`src/rtl/btb_lookup.sv`:
```
// 4-way fully-associative BTB: registered fetch prediction (1 cycle, held on stall, cleared on flush),
// combinational WB-port lookup, and per-way writes with a 3-bit tree pseudo-LRU.
module btb_lookup #(
  parameter int ADDR_W = 16
) (
  input  logic              clk,
  input  logic              rst_n,
  input  logic              fetch_valid,
  input  logic [ADDR_W-1:0] fetch_pc,
  input  logic              stall,
  input  logic              flush,
  output logic              pred_valid,
  output logic              pred_taken,
  output logic [ADDR_W-1:0] pred_target,
  output logic              pred_hit,
  output logic [1:0]        pred_way,
  output logic [1:0]        pred_ctr,
  input  logic [ADDR_W-1:0] wb_pc,
  input  logic [ADDR_W-1:0] wb_target,
  output logic              wb_hit,
  output logic [1:0]        wb_way,
  output logic [1:0]        wb_ctr,
  output logic [1:0]        lru,
  input  logic [3:0]        tag_write,
  input  logic [3:0]        data_write,
  input  logic [3:0]        pred_write,
  input  logic [1:0]        pred_update,
  input  logic              lru_write
);
  localparam int N = 4;

  logic [N-1:0]      valid_q, valid_d;
  logic [ADDR_W-1:0] tag_q [N];
  logic [ADDR_W-1:0] tag_d [N];
  logic [ADDR_W-1:0] target_q [N];
  logic [ADDR_W-1:0] target_d [N];
  logic [1:0]        ctr_q [N];
  logic [1:0]        ctr_d [N];
  logic [2:0]        plru_q, plru_d;   // {b2, b1, b0}

  logic              pred_valid_q, pred_valid_d;
  logic              pred_taken_q, pred_taken_d;
  logic [ADDR_W-1:0] pred_target_q, pred_target_d;
  logic              pred_hit_q, pred_hit_d;
  logic [1:0]        pred_way_q, pred_way_d;
  logic [1:0]        pred_ctr_q, pred_ctr_d;

  logic       f_hit, w_hit;
  logic [1:0] f_way, w_way;
  logic [3:0] wr_any;
  logic [1:0] wr_way;
  logic       touch_en;
  logic [1:0] touch_way;

  // Descending scan so the lowest matching way has the final say.
  always_comb begin
    f_hit = 1'b0;
    f_way = 2'd0;
    w_hit = 1'b0;
    w_way = 2'd0;
    for (int i = N - 1; i >= 0; i--) begin
      if (valid_q[i] && tag_q[i] == fetch_pc) begin
        f_hit = 1'b1;
        f_way = 2'(i);
      end
      if (valid_q[i] && tag_q[i] == wb_pc) begin
        w_hit = 1'b1;
        w_way = 2'(i);
      end
    end
  end

  assign wb_hit = w_hit;
  assign wb_way = w_way;
  assign wb_ctr = ctr_q[w_way];
  assign lru    = plru_q[0] ? {1'b1, plru_q[2]} : {1'b0, plru_q[1]};

  always_comb begin
    wr_any = tag_write | data_write | pred_write;
    wr_way = 2'd0;
    for (int i = 0; i < N; i++) begin
      if (wr_any[i]) wr_way = 2'(i);
    end
  end

  // A WB touch takes priority over the fetch-hit touch in the same cycle.
  always_comb begin
    touch_en  = 1'b0;
    touch_way = 2'd0;
    if (lru_write) begin
      touch_en  = 1'b1;
      touch_way = wr_way;
    end else if (fetch_valid && f_hit && !stall && !flush) begin
      touch_en  = 1'b1;
      touch_way = f_way;
    end
    plru_d = plru_q;
    if (touch_en) begin
      plru_d[0] = ~touch_way[1];
      if (!touch_way[1]) plru_d[1] = ~touch_way[0];
      else               plru_d[2] = ~touch_way[0];
    end
  end

  always_comb begin
    valid_d  = valid_q;
    tag_d    = tag_q;
    target_d = target_q;
    ctr_d    = ctr_q;
    for (int i = 0; i < N; i++) begin
      if (tag_write[i]) begin
        valid_d[i] = 1'b1;
        tag_d[i]   = wb_pc;
        ctr_d[i]   = pred_update;
      end
      if (data_write[i]) target_d[i] = wb_target;
      if (pred_write[i]) ctr_d[i]    = pred_update;
    end
  end

  always_comb begin
    pred_valid_d  = pred_valid_q;
    pred_taken_d  = pred_taken_q;
    pred_target_d = pred_target_q;
    pred_hit_d    = pred_hit_q;
    pred_way_d    = pred_way_q;
    pred_ctr_d    = pred_ctr_q;
    if (flush || (!stall && !fetch_valid)) begin
      pred_valid_d  = 1'b0;
      pred_taken_d  = 1'b0;
      pred_target_d = '0;
      pred_hit_d    = 1'b0;
      pred_way_d    = 2'd0;
      pred_ctr_d    = 2'd0;
    end else if (!stall) begin
      pred_valid_d  = 1'b1;
      pred_hit_d    = f_hit;
      pred_way_d    = f_way;
      pred_ctr_d    = f_hit ? ctr_q[f_way] : 2'd0;
      pred_target_d = f_hit ? target_q[f_way] : '0;
      pred_taken_d  = f_hit && ctr_q[f_way][1];
    end
  end

  always_ff @(posedge clk or negedge rst_n) begin
    if (!rst_n) begin
      valid_q       <= '0;
      plru_q        <= '0;
      pred_valid_q  <= 1'b0;
      pred_taken_q  <= 1'b0;
      pred_target_q <= '0;
      pred_hit_q    <= 1'b0;
      pred_way_q    <= 2'd0;
      pred_ctr_q    <= 2'd0;
      for (int i = 0; i < N; i++) begin
        tag_q[i]    <= '0;
        target_q[i] <= '0;
        ctr_q[i]    <= 2'd0;
      end
    end else begin
      valid_q       <= valid_d;
      tag_q         <= tag_d;
      target_q      <= target_d;
      ctr_q         <= ctr_d;
      plru_q        <= plru_d;
      pred_valid_q  <= pred_valid_d;
      pred_taken_q  <= pred_taken_d;
      pred_target_q <= pred_target_d;
      pred_hit_q    <= pred_hit_d;
      pred_way_q    <= pred_way_d;
      pred_ctr_q    <= pred_ctr_d;
    end
  end

  assign pred_valid  = pred_valid_q;
  assign pred_taken  = pred_taken_q;
  assign pred_target = pred_target_q;
  assign pred_hit    = pred_hit_q;
  assign pred_way    = pred_way_q;
  assign pred_ctr    = pred_ctr_q;

  a_tag_write_onehot0:  assert property (@(posedge clk) disable iff (!rst_n) $onehot0(tag_write));
  a_data_write_onehot0: assert property (@(posedge clk) disable iff (!rst_n) $onehot0(data_write));
  a_pred_write_onehot0: assert property (@(posedge clk) disable iff (!rst_n) $onehot0(pred_write));
endmodule

```
`config.mk`:
```
export PLATFORM = sky130hd
export DESIGN_NAME = btb_lookup
export DESIGN_NICKNAME = d
export VERILOG_FILES = /design/src/rtl/btb_lookup.sv
export SDC_FILE = /design/constraint.sdc
export NUM_CORES = 1
export LEC_CHECK = 0
export BUFFER_PORTS_ARGS = -buffer_cell sky130_fd_sc_hd__buf_2
export CORE_MARGIN = 5
export CORE_UTILIZATION = 53
export CTS_BUF_LIST = sky130_fd_sc_hd__clkbuf_16
export DETAILED_ROUTE_END_ITERATION = 8
export PLACE_DENSITY = 0.76
export SLEW_MARGIN = 20
export SYNTH_ARGS = -nofsm -noshare
export SYNTH_HDL_FRONTEND = slang
export SYNTH_SLANG_ARGS = --single-unit
```
`constraint.sdc`:
```
create_clock -name clk -period 2.5 [get_ports clk]
set_input_delay 0.5 -clock clk [delete_from_list [all_inputs] [get_ports clk]]
set_output_delay 0.5 -clock clk [all_outputs]
set_load 0.05 [all_outputs]
```
## Word-level counts from Yosys, hierarchy flattened

Cells that the tools add are included.

| operators by class | value |
|---|---|
| muxes and demuxes | 55 |
| bitwise gates (word level) | 6 |
| equal/unequal tests | 9 |
| reduce and logical (&&, ||, !) cells | 23 |
| magnitude comparators | 2 |

Operator list:

| kind | number |
|---|---|
| == test 16 bit | 8 |
| two-way mux 16 bit | 5 |
| two-way mux 2 bit | 30 |
| binary-select mux 16 bit (select 2 bit) | 1 |
| two-way mux 1 bit | 17 |
| logical AND 1 bit | 13 |
| binary-select mux 2 bit (select 2 bit) | 2 |
| bitwise OR 4 bit | 2 |
| nonzero test 2 bit | 4 |
| greater-or-equal comparator 3 bit, second input constant | 2 |
| inverter 2 -> 3 bit | 2 |
| AND reduction 2 bit | 2 |
| logical NOT 1 bit | 3 |
| != test 2 x 1 -> 1 bit, second input constant | 1 |
| inverter 1 bit | 2 |
| logical OR 1 bit | 1 |

| storage, ports and cells | value |
|---|---|
| input port bits | 68 |
| bits in registers | 166 |
| word-level logic and storage cells | 120 |

## Longest topological paths before layout

| depth | value |
|---|---|
| word-level depth | 13 |
| gate-level depth with buffers | 9 |
| mapped depth without buffers | 7 |

## Least setup slack after synthesis

No wires, ideal clock.

| timing path | value |
|---|---|
| kind | input-to-output |
| start | in wb_pc[13] |
| end | out wb_ctr[0] |
| path slack | -1.522 ns |
| arrival | 3.522 ns |
| required time | 2.000 ns |
| cell stages on the path | 8 |
| path through | clkbuf_1 xor2_1 nor4_1 nand2_1 nor4_1 nand2_1 a21oi_1 mux2i_1 |

| between the ends | value |
|---|---|
| cells in the longest elaborated chain, start to end | 10 |
| elaborated cells on any way between the ends | 16 |
| classes of those cells | 4 x eq/ne; 7 x mux; 1 x bitwise; 4 x reduce/logical |

RTL lines:

| what | RTL line | RTL |
|---|---|---|
| start, declared | 18 | `input logic [ADDR_W-1:0] wb_pc,` |
| == test 16 bit | 66 | `if (valid_q[i] && tag_q[i] == wb_pc) begin` |
| logical AND 1 bit | 66 |  |
| two-way mux 2 bit (3 in a row) | 66 |  |
| two-way mux 2 bit * | 66 |  |
| net wb_way[0] | 21 | `output logic [1:0] wb_way,` |
| inverter 2 -> 3 bit (implied by the code) * | 75 | `assign wb_ctr = ctr_q[w_way];` |
| binary-select mux 2 bit (select 2 bit) * | 75 |  |
| two-way mux 2 bit (implied by the code) * (2 in a row) | 75 |  |
| end, declared | 22 | `output logic [1:0] wb_ctr,` |

Mark *: on every way through the listed nets, which the timed path passes. The rest lies on a longest branch. The select of a mux whose other input is x is not followed.

## Final worst setup path

| timing path | value |
|---|---|
| start | reg tag_q[9] (netlist name) |
| end | out wb_ctr[0] |

| between the ends | value |
|---|---|
| cells in the longest elaborated chain, start to end | 10 |

RTL lines:

| what | RTL line | RTL |
|---|---|---|
| start, declared | 33 | `logic [ADDR_W-1:0] tag_q [N];` |
| start signal, assigned | 162 | `tag_q <= tag_d;` |
| == test 16 bit | 66 |  |
| logical AND 1 bit | 66 |  |
| two-way mux 2 bit (4 in a row) | 66 |  |
| inverter 2 -> 3 bit (implied by the code) | 75 |  |
| binary-select mux 2 bit (select 2 bit) | 75 |  |
| two-way mux 2 bit (implied by the code) (2 in a row) | 75 |  |

Every way passes these cells. The select of a mux whose other input is x is not followed.

==> run_summary.xml <==
<?xml version="1.0" encoding="UTF-8"?>
<metrics>
  <group name="layout">
    <metric name="area.growth.synth_to_final" unit="%">35.0</metric>
    <metric name="layout_commonest_cell" unit="">sky130_fd_sc_hd__dfrtp_1</metric>
    <metric name="fill_cells" unit="">1135</metric>
    <metric name="instances_no_fill" unit="">1183</metric>
    <metric name="area.sequential" unit="um^2">4130</metric>
    <metric name="most-common-layout-cells" unit="">165 x sky130_fd_sc_hd__dfrtp_1, 147 x sky130_fd_sc_hd__buf_4, 138 x sky130_fd_sc_hd__mux2_2</metric>
    <metric name="antennaDiodeCount" unit="">0</metric>
    <metric name="finish.net_count" unit="">1022</metric>
    <metric name="final_core_utilization" unit="">0.724</metric>
    <metric name="multiInputGateArea" unit="um^2">4490</metric>
    <metric name="final_cell_area" unit="um^2">11400</metric>
    <metric name="drive_above_1_share" unit="">0.504</metric>
  </group>
  <group name="setup_path">
    <metric name="start_kind" unit="">flip-flop</metric>
    <metric name="crit_type" unit="">flip-flop to output port</metric>
    <metric name="rrSetupSlack" unit="ns">-0.43</metric>
    <metric name="critPathArrivalTime" unit="ns">2.59</metric>
    <metric name="cp_max_fo" unit="">4</metric>
    <metric name="data_required_time_at_the_worst_endpoint" unit="ns">2.00</metric>
    <metric name="worstSetupEndpointType" unit="">output port</metric>
  </group>
  <group name="status">
    <metric name="failed_checks" unit="">setup timing</metric>
    <metric name="status" unit="">finished with violations</metric>
  </group>
  <group name="power_and_ir_drop">
    <metric name="total_leakage_power" unit="uW">0.00489</metric>
    <metric name="power_density" unit="nW/um^2">628</metric>
    <metric name="ir_worst_vdd" unit="mV">0.515</metric>
  </group>
  <group name="route">
    <metric name="drt_first_iter_violations" unit="">584</metric>
    <metric name="avgRoutedWirePerCell" unit="um">22.3</metric>
    <metric name="ant_nets" unit="">0</metric>
    <metric name="post-route-drc-count" unit="">0</metric>
    <metric name="detailedRoute.firstPassIterationCount" unit="">5</metric>
    <metric name="routed_wl" unit="um">26400</metric>
    <metric name="detail_route.vias_per_cell" unit="">5.75</metric>
    <metric name="vias_post_dr" unit="">6807</metric>
  </group>
  <group name="timing">
    <metric name="slew_headroom" unit="">0.566</metric>
    <metric name="clock.fmax" unit="MHz">324</metric>
    <metric name="finalSetupViolCount" unit="">28</metric>
    <metric name="timing.setup.tns" unit="ns">-10.75</metric>
    <metric name="fin_ws" unit="ns">-0.589</metric>
    <metric name="hold_viol_final" unit="">0</metric>
    <metric name="fin_crit" unit="ns">3.09</metric>
    <metric name="timing.clock.skew" unit="ns">0.00752</metric>
    <metric name="slew_at_the_pin_closest_to_its_max_slew_limit" unit="ns">0.651</metric>
    <metric name="finalCritPeriodShare" unit="">1.24</metric>
    <metric name="maxSlewViolCount" unit="">0</metric>
    <metric name="setup_repair_after_global_routing_missed_its_margin" unit="">yes</metric>
  </group>
  <group name="die">
    <metric name="floorplan.initialDensity" unit="">0.536</metric>
    <metric name="i_o_pins" unit="">98</metric>
    <metric name="die-width" unit="um">136</metric>
    <metric name="die_h" unit="um">136</metric>
    <metric name="floorplan_row_count" unit="">46</metric>
    <metric name="standard_cell_core_area" unit="um^2">15800</metric>
    <metric name="die_area" unit="um^2">18600</metric>
  </group>
  <group name="clocking">
    <metric name="worst_setup_hold_path_clk_slew" unit="ns">0.07</metric>
    <metric name="cts_buffers" unit="">17</metric>
    <metric name="clock-sinks" unit="">165</metric>
    <metric name="clk_path_buf_depth" unit="">2</metric>
    <metric name="htreeDepth" unit="">4</metric>
    <metric name="insertion_delay" unit="ns">0.43</metric>
    <metric name="tritoncts" unit="">done</metric>
    <metric name="clockRootBuffer" unit="">sky130_fd_sc_hd__clkbuf_16</metric>
  </group>
  <group name="synth">
    <metric name="yosys.cell_types.count" unit="">47</metric>
    <metric name="synth_instances" unit="">718</metric>
    <metric name="largest_family_of_logic_cells_by_synthesized_area" unit="">multiplexers</metric>
    <metric name="synth_mux_area_frac" unit="">0.191</metric>
    <metric name="synth-compound-area-share" unit="">0.0642</metric>
    <metric name="synth-warning-count" unit="">0</metric>
    <metric name="ys_seq_area_frac" unit="">0.488</metric>
    <metric name="adder_and_majority_cell_fraction_of_the_synthesized_area" unit="">0</metric>
    <metric name="yosys.area_share.xor_xnor" unit="">0.133</metric>
    <metric name="postSynthNetCount" unit="">786</metric>
    <metric name="synth.ff_latch_count" unit="">165</metric>
    <metric name="synth_area_per_cell" unit="um^2">11.8</metric>
    <metric name="synthesis.area" unit="um^2">8460</metric>
    <metric name="yosys.area_share.simple" unit="">0.101</metric>
  </group>
  <group name="placed_design">
    <metric name="dp_hpwl" unit="um">18900</metric>
    <metric name="io_buffer_count" unit="">97</metric>
    <metric name="place_worst_setup_slack" unit="ns">-0.786</metric>
    <metric name="globalplace.congestion" unit="">0.986</metric>
    <metric name="dpl_cells" unit="">1129</metric>
    <metric name="placedInstanceArea" unit="um^2">10200</metric>
  </group>
  <group name="grt">
    <metric name="grt_start_max_net_pins" unit="">69</metric>
    <metric name="antenna_violations_before_repair" unit="">0</metric>
    <metric name="grt_overflow_total" unit="">0</metric>
    <metric name="grt_usage" unit="">0.287</metric>
    <metric name="vias_in_the_first_global_route" unit="">7359</metric>
    <metric name="wire_length_of_the_first_global_routing_pass" unit="um">40100</metric>
  </group>
  <group name="job">
    <metric name="timing.max_cap.violations" unit="">0</metric>
  </group>
  <group name="worst_hold_path">
    <metric name="hold_path_class" unit="">primary input to async pin</metric>
  </group>
</metrics>
-- cell type report --
| type | instances | share of cell area |
|---|---|---|
| repair buffers | 263 | 0.169 |
| multi-input cells | 506 | 0.394 |
| flip-flops and latches | 165 | 0.362 |
| clock inverters | 15 | 0.0143 |
| inverters | 1 | 0.000329 |
| well taps | 216 | 0.0237 |
| clock buffers | 17 | 0.0373 |
-- report_power, final --
part,switching [uW],leakage [uW],total [uW],internal (uW)
Clock,1210,0.000281,2620,1420
Sequential,183,0.00196,3080,2890
Combinational,733,0.00264,1470,734
-- registers in the layout, indices dropped and copies added, names as in the netlist --
register / flops
pred_way: 2
pred_taken: 1
pred_target: 16
pred_ctr: 1
pred_hit: 1
pred_valid: 1
valid_q: 4
plru_q: 3
ctr_q: 8
target_q: 64
tag_q: 64
-- worst max-delay path, stage by stage (launching register included) --
cell and delay [ns]:
sky130_fd_sc_hd__dfrtp_1 0.43, sky130_fd_sc_hd__xnor2_2 0.26, sky130_fd_sc_hd__nor4b_4 0.27, sky130_fd_sc_hd__nand3_1 0.15, sky130_fd_sc_hd__nor3_2 0.15, sky130_fd_sc_hd__o221a_4 0.34, sky130_fd_sc_hd__mux2i_4 0.29, sky130_fd_sc_hd__mux2i_4 0.10
sky130_fd_sc_hd__buf_6 0.16
-- routing by layer --
metal,share of wire,track usage,up-vias
met5,0,0,-
met1,0.41,0.368,3451
met2,0.50,0.482,268
li1,-,-,3035
met4,0.026,0.102,0
met3,0.066,0.0603,53
-- kinds of logic after synthesis --
family          count (synthesis)
mux                           144
simple gates                  161
xor+xnor                      128
flops                         165
compound gates                 73
buf+inv                        47
-- final timing paths --
| path | startpoint | depth (start not counted) | end |
|---|---|---|---|
| worst max-delay path | tag_q[9]$_DFFE_PN0P_ | 8 | wb_ctr[0] |
| worst min-delay path | rst_n | 1 | pred_way[1]$_DFFE_PN0P_ |
| worst max register to register | tag_q[9]$_DFFE_PN0P_ | 13 | pred_target[5]$_DFFE_PN0P_ |
| worst min register to register | pred_target[4]$_DFFE_PN0P_ | 2 | pred_target[4]$_DFFE_PN0P_ |
| max in group asynchronous | rst_n | 2 | target_q[49]$_DFFE_PN0P_ |
| min in group clk | flush | 2 | pred_way[0]$_DFFE_PN0P_ |
-- repair_timing --
item                       CTS  global route
gates cloned                 1             3
gates resized for setup     46            25
pin swaps                   16            27
hold endpoints to repair     0             0
setup endpoints to repair   25            28
hold buffers                 0             0
setup buffers               10             8
-- cell usage after synthesis, drive strengths merged --
master,number,area [um^2]
clkbuf,33,124
or2,5,31.3
a21oi,7,35.0
a221oi,13,114
buf,13,67.6
nor2b,1,6.26
xor2,60,526
mux2,138,1550
nand3,12,60.1
and2b,1,7.51
o31a,1,8.76
nand2,44,165
nor2,29,109
and2,1,6.26
o22ai,1,6.26
or4,3,26.3
inv,1,3.75
dfrtp,165,4130
o21bai,1,7.51
nor3b,3,22.5
nor3,8,40.0
o221a,1,11.3
a311oi,1,26.3
nand3b,1,7.51
nand4,18,113
or3,5,31.3
xnor2,68,596
or3b,1,8.76
nor4,16,106
o311a,1,10.0
and4,2,17.5
nor4b,7,61.3
mux2i,6,60.1
or4bb,1,11.3
o21ai,20,104
a221o,5,50.1
nand2b,2,12.5
or4b,1,10.0
o31ai,16,125
o21a,1,7.51
o211ai,5,37.5
-- per-stage QoR --
step | power [uW] | hold slack [ns]
final | 7170 | 0.0598
after global routing | 7430 | 0.113
after CTS | 7130 | 0.0833
after detailed placement | 4470 | 0.465
after global placement | 4420 | 0.457
after floorplan | 3780 | 0.204
No activity file was read; power rests on OpenSTA's default activity.
